**src/rtl/otter_mem2_arbiter.sv**
```systemverilog
// otter_mem2_arbiter: shares OTTER memory data port 2 between the CPU MEM
// stage (priority owner) and a secondary DMA master. A DMA request that has
// been denied MAX_WAIT times is force-granted once, stalling the CPU for that
// cycle. A COOLDOWN window follows each forced grant, during which no further
// forced grant can occur.
module otter_mem2_arbiter #(
  parameter int unsigned MAX_WAIT = 8,
  parameter int unsigned COOLDOWN = 4
) (
  input  logic        CLK,
  input  logic        RESET_N,
  input  logic        CPU_MEM_READ,
  input  logic        CPU_MEM_WRITE,
  input  logic [31:0] CPU_ADDR,
  input  logic [31:0] CPU_DIN,
  input  logic [1:0]  CPU_SIZE,
  input  logic        CPU_SIGN,
  output logic        CPU_STALL,
  output logic [31:0] CPU_DOUT,
  input  logic        DMA_VALID,
  input  logic        DMA_WE,
  input  logic [31:0] DMA_ADDR,
  input  logic [31:0] DMA_DIN,
  input  logic [1:0]  DMA_SIZE,
  output logic        DMA_READY,
  output logic [31:0] DMA_RDATA,
  output logic        DMA_RVALID,
  output logic [31:0] MEM_ADDR2,
  output logic [31:0] MEM_DIN2,
  output logic [1:0]  MEM_SIZE,
  output logic        MEM_SIGN,
  output logic        MEM_WRITE2,
  output logic        MEM_READ2,
  input  logic [31:0] MEM_DOUT2
);

  typedef enum logic {
    NORMAL = 1'b0,
    COOL   = 1'b1
  } state_t;

  localparam logic [7:0] MAX_WAIT_C = 8'(MAX_WAIT);
  localparam logic [7:0] COOLDOWN_C = 8'(COOLDOWN);

  state_t     state, state_next;
  logic [7:0] wait_cnt, wait_next;
  logic [7:0] cool_cnt, cool_next;
  logic       dma_rd_q, dma_rd_next;

  logic cpu_req;
  logic force_grant;
  logic dma_grant;

  // Grant decision: CPU wins unless it is idle or the DMA has waited long enough.
  always_comb begin
    cpu_req     = CPU_MEM_READ | CPU_MEM_WRITE;
    force_grant = (state == NORMAL) && DMA_VALID && (wait_cnt == MAX_WAIT_C);
    dma_grant   = force_grant || (DMA_VALID && !cpu_req);
  end

  // Port 2 multiplexing and handshake outputs for the current owner.
  always_comb begin
    MEM_ADDR2  = CPU_ADDR;
    MEM_DIN2   = CPU_DIN;
    MEM_SIZE   = CPU_SIZE;
    MEM_SIGN   = CPU_SIGN;
    MEM_WRITE2 = CPU_MEM_WRITE;
    MEM_READ2  = CPU_MEM_READ;
    if (dma_grant) begin
      MEM_ADDR2  = DMA_ADDR;
      MEM_DIN2   = DMA_DIN;
      MEM_SIZE   = DMA_SIZE;
      MEM_SIGN   = 1'b0;
      MEM_WRITE2 = DMA_WE;
      MEM_READ2  = !DMA_WE;
    end
    DMA_READY  = dma_grant;
    CPU_STALL  = dma_grant && cpu_req;
    DMA_RVALID = dma_rd_q;
  end

  assign DMA_RDATA = MEM_DOUT2;
  assign CPU_DOUT  = MEM_DOUT2;

  // Next-state logic for the cooldown FSM, starvation counter and read return.
  always_comb begin
    state_next  = state;
    cool_next   = cool_cnt;
    wait_next   = wait_cnt;
    dma_rd_next = dma_grant && !DMA_WE;

    case (state)
      NORMAL: begin
        if (force_grant && (COOLDOWN_C != 8'd0)) begin
          state_next = COOL;
          cool_next  = COOLDOWN_C;
        end
      end
      COOL: begin
        cool_next = cool_cnt - 8'd1;
        // <= 1 rather than == 1 so a corrupted zero count cannot lock COOL.
        if (cool_cnt <= 8'd1) begin
          state_next = NORMAL;
        end
      end
      default: begin
        state_next = NORMAL;
        cool_next  = '0;
      end
    endcase

    if (dma_grant || (state == COOL)) begin
      wait_next = '0;
    end else if (DMA_VALID && (wait_cnt != MAX_WAIT_C)) begin
      wait_next = wait_cnt + 8'd1;
    end
  end

  // State register; synchronous active-low reset overrides every update.
  always_ff @(posedge CLK) begin
    if (!RESET_N) begin
      state    <= NORMAL;
      wait_cnt <= '0;
      cool_cnt <= '0;
      dma_rd_q <= 1'b0;
    end else begin
      state    <= state_next;
      wait_cnt <= wait_next;
      cool_cnt <= cool_next;
      dma_rd_q <= dma_rd_next;
    end
  end

endmodule

```
**config.mk**
```make
export PLATFORM = sky130hd
export DESIGN_NAME = otter_mem2_arbiter
export DESIGN_NICKNAME = d
export VERILOG_FILES = /design/src/rtl/otter_mem2_arbiter.sv
export SDC_FILE = /design/constraint.sdc
export NUM_CORES = 1
export LEC_CHECK = 0
export CAP_MARGIN = 10
export CORE_AREA = 2 2 119 121
export DETAILED_ROUTE_END_ITERATION = 7
export DIE_AREA = 0 0 121 123
export GPL_TIMING_DRIVEN = 0
export PLACE_DENSITY = 0.71
export SLEW_MARGIN = 20
export SYNTH_ARGS = -nofsm -noshare
export SYNTH_HDL_FRONTEND = slang
export SYNTH_SLANG_ARGS = --single-unit
```
**constraint.sdc**
```tcl
create_clock -name CLK -period 2.6 [get_ports CLK]
set_input_delay 0.26 -clock CLK [delete_from_list [all_inputs] [get_ports CLK]]
set_output_delay 0.26 -clock CLK [all_outputs]
set_load 0.03 [all_outputs]
```
* Word level (Yosys, flattened, before mapping)
Cells that the tools add are included.
** Cells by class
- $add $sub $neg :: 2
- Magnitude comparators :: 1
- Equality and inequality tests :: 3
- Muxes and demuxes :: 11
- Bitwise gates (word level) :: 3
- Reductions and logical operators :: 11
** Operators with widths (number)
- 32-bit two-way mux :: 2
- 8-bit one-hot mux with 2 select lines :: 1
- 8-bit by 1-bit adder with 8-bit output (second input constant) :: 1
- 8-bit by 4-bit == test with 1-bit output (second input constant) :: 1
- 8-bit by 1-bit <= comparator with 1-bit output (second input constant) :: 1
- 8-bit two-way mux :: 1
- 8-bit by 4-bit inequality test with 1-bit output (second input constant) :: 1
- 8-bit by 1-bit subtractor with 8-bit output (second input constant) :: 1
- 1-bit logical AND :: 6
- 1-bit two-way mux :: 5
- 1-bit zero test :: 2
- 1-bit logical OR :: 2
- 2-bit two-way mux :: 1
- 2-bit inequality test (second input constant) :: 1
- 1-bit NOT :: 2
- 1-bit one-hot mux with 2 select lines :: 1
- 2-bit OR reduction :: 1
- 1-bit bitwise OR :: 1
** Storage, ports and cells
- Register bits :: 18

* Longest topological paths before layout
- Depth after elaboration :: 6
- Mapped depth :: 9
- Gate-level depth less buffers :: 5

* Least setup slack after synthesis
No wires, ideal clock.
- Path kind :: register to output
- Start point :: reg wait_cnt[0]
- End point :: out MEM_DIN2[11]
- Arrival :: 1952 ps
- Required time :: 2340 ps
- Slack :: 388 ps
- Stages on the path, launching flop included :: 10
- Cell sequence :: dfxtp_1 > inv_1 > ha_1 > or4b_1 > buf_2 > buf_6 > buf_6 > clkbuf_1 > o211ai_1 > nand3_1
** On the way
- Cells in the longest elaborated chain, start to end :: 4
** RTL lines
- start, declared :: RTL line 46 : logic [7:0] wait_cnt, wait_next;
- start signal, assigned :: RTL line 128 : wait_cnt <= wait_next;
- 8-bit by 4-bit == test with 1-bit output :: RTL line 57 : force_grant = (state == NORMAL) && DMA_VALID && (wait_cnt == MAX_WAIT_C);
- 1-bit logical AND :: RTL line 57
- 1-bit logical OR :: RTL line 58 : dma_grant = force_grant || (DMA_VALID && !cpu_req);
- 32-bit two-way mux :: RTL line 69 : if (dma_grant) begin
- end, declared :: RTL line 29 : output logic [31:0] MEM_DIN2,
Every way passes these cells.

* Worst setup path after layout
- Start point :: reg wait_cnt[0]
- End point :: out MEM_ADDR2[19]
** On the way
- Cells in the longest elaborated chain, start to end :: 4
** RTL lines
- 8-bit by 4-bit == test with 1-bit output :: RTL line 57
- 1-bit logical AND :: RTL line 57
- 1-bit logical OR :: RTL line 58
- 32-bit two-way mux :: RTL line 69
- end, declared :: RTL line 28 : output logic [31:0] MEM_ADDR2,
Every way passes these cells.

==> flow_summary.yaml <==
timing:
  layout_worst_path_cycle_share_pct: 97.83
  drv_slew: 0
  slew_headroom_pct: 50.97
  fin_crit_ps: 2544
  hold_viol_final: 0
  rsz0062_at_grt: "yes"
  fmax_mhz: 393.1
  worst_pin_slew_ps: 725.2
  clock_skew_ps: 0.9422
  fin_tns_setup_ps: 0
  setup_violations: 0
cts:
  root_buffer: "clkbuf_16"
  cts_tree: "built"
  insertion_delay_ps: 250
  cts.clk_slew.worst_paths_ps: 60
  clockBufferDepth: 2
  cts.hold.buffers_added: 0
  cts_buffers: 3
  cts_num_sinks: 18
  cts-htree-levels: 1
floorplanning:
  row_count: 43
  die_w_um: 121
  start_util_pct: 28.04
  dieArea_mm2: 0.01488
  fp.dieH_um: 123
  io_pins: 307
  core-area_mm2: 0.01361
power:
  ir_worst_vdd_uv: 241.7
  netSwitchingPower_mw: 0.8182
  p_leak_nw: 2.748
  clkPwrFrac_pct: 17.4
  pwr-share-comb_pct: 68.6
  p_int_mw: 1.181
  p_per_area_mw_per_mm2: 284.5
  switching_share_pct: 40.93
  pwr-share-seq_pct: 14.0
setup_path:
  cp_data_arrival_time_ps: 2280
  worst_setup_path_end_kind: "primary output"
  r2r_start: "wait_cnt[0]"
  cp_max_fo: 10
  start_kind: "register"
  required_ps: 2340
  critical_path_class: "reg2out"
  crit_start: "wait_cnt[0]"
detailed_routing:
  vias: 5464
  drtIter0Drc: 403
  drt_first_pass_iters: 5
  wl_per_cell_um: 17.16
  drc: 0
  wirelength_mm: 17.76
  antenna_left: 0
  via_per_inst: 5.279
place:
  port_buffers: 273
  place_area_mm2: 0.006774
  hpwl_mm: 13.68
  place.gp.congestion: 0.8486
  dp.cells: 1026
global_route:
  grt_pass1_wl_mm: 26.19
  antenna_found_initial: 0
  grtUsageMet2_pct: 39.15
  globalRouteMet3Util_pct: 4.520
  gr-total-overflow: 0
  grt_pass1_vias: 5078
  met1_usage_pct: 26.49
  grtUsageTotal_pct: 21.56
  busiest_layer: "met2"
  grt_max_degree: 11
layout:
  drive_above_1_share_pct: 23.16
  design_area_mm2: 0.007027
  final_cell_mix: "clkdlybuf4s50_1, buf_4, nand2_1"
  nets: 1031
  area.growth.synth_to_final_pct: 84.13
  stdcell_count: 1035
  filler_cell_count: 1350
  final_common_cell: "clkdlybuf4s50_1"
  antennaDiodeCount: 0
yosys:
  ys_seq_elements: 18
  seq_area_frac_synth_pct: 9.443
  synth-main-ff-cell: "dfxtp_1"
  ys_types: 45
  synth-warning-count: 0
  syn_avg_cell_area_um2: 6.660
  syn_inst: 573
  netlist_area_mm2: 0.003816
  synth_nets: 748
  synth-edff-count: 0
  synthArstFlopShare_pct: 0
flow_run:
  cap_violations: 0
min_path:
  holdCritStartpoint: "RESET_N"
  hold_class: "in2reg"
run_status:
  status: "completed"
## critical path: stages, from the launching register on
cell	delay (ps)
dfxtp_2	330
inv_2	70
ha_4	110
or4b_4	560
buf_12	190
buf_12	140
buf_6	140
o211ai_1	180
nand3_1	130
buf_4	190
## final cells by class
class,count,area [um^2],area share [%]
tap,180,225.2,3.205
timing repair buffer,279,2714,38.62
sequential,18,364.1,5.182
clock buffer,4,88.84,1.264
inverter,7,27.53,0.3917
multi-input combinational,418,2718,38.68
buffer,129,889.6,12.66
## synthesized netlist by cell type, types with 3 or more instances
| library cell | number | area (um^2) |
|---|---|---|
| inv_1 | 6 | 22.52 |
| buf_4 | 64 | 480.5 |
| a32o_1 | 3 | 30.03 |
| nor2_1 | 3 | 11.26 |
| buf_2 | 8 | 40.04 |
| a21oi_1 | 4 | 20.02 |
| nand2b_1 | 3 | 18.77 |
| or3_1 | 70 | 437.9 |
| nand2_1 | 74 | 277.8 |
| nand3b_1 | 4 | 30.03 |
| clkbuf_1 | 52 | 195.2 |
| and2_1 | 3 | 18.77 |
| a2bb2oi_1 | 66 | 578.1 |
| a221oi_1 | 4 | 35.03 |
| o2111ai_1 | 3 | 26.28 |
| dfxtp_1 | 18 | 360.4 |
| o21ai_0 | 10 | 50.05 |
| nand3_1 | 70 | 350.3 |
| ha_1 | 4 | 50.05 |
| nand4_1 | 3 | 18.77 |
| o211ai_1 | 66 | 495.5 |
| buf_1 | 4 | 15.01 |
## kinds of logic after synthesis
logic type,synth area share [%]
simple gates,33.71
compound gates,34.66
buf+inv,20.43
flops,9.443
fa+ha+maj,1.312
xor+xnor,0.4591
## final timing paths
| path | cells past startpoint | endpoint | slack [ps] |
|---|---|---|---|
| min | 3 | cool_cnt[6] | 420 |
| max reg2reg | 6 | wait_cnt[6] | 470 |
| max | 9 | MEM_ADDR2[19] | 60 |
| min reg2reg | 2 | wait_cnt[0] | 480 |
## registers in the layout, summed over array words and instances, names as in the netlist
register and cells:
cool_cnt 8, wait_cnt 8, DMA_RVALID 1, state 1
## repair_timing
item / CTS / global route
gates cloned: 0 / 4
setup endpoints to repair: 71 / 69
pin swaps: 14 / 34
resized for setup: 417 / 122
buffers inserted: 0 / 2
## metal layers
layer	wire, um	up-vias
li1	-	2678
met1	7156	2537
met2	8875	233
met3	1484	16
met4	246	0
met5	0	-
## through the flow
| step | hold slack (ps) | util (%) | setup WS [ps] | power, mW |
|---|---|---|---|---|
| 2_1_floorplan | 466.4 | - | 388.4 | 0.9954 |
| 3_5_place_dp | 491.5 | 49.77 | -649.0 | 1.607 |
| 6_report | 415.7 | 51.62 | 56.29 | 1.999 |
| 4_1_cts | 417.6 | 49.46 | -26.54 | 1.927 |
| 3_3_place_gp | 483.4 | 49.77 | -658.6 | 1.608 |
| 5_1_grt | 468.1 | 51.62 | -49.16 | 2.095 |
## power groups by stage
stage | logic (mW) | clock network, mW | registers (mW)
detailed placement | 1.32 | 0 | 0.286
global placement | 1.32 | 0 | 0.286
CTS | 1.30 | 0.351 | 0.281
floorplan | 0.709 | 0 | 0.286
finish | 1.37 | 0.347 | 0.280
global route | 1.45 | 0.367 | 0.280
(Power assumes the default switching activity.)
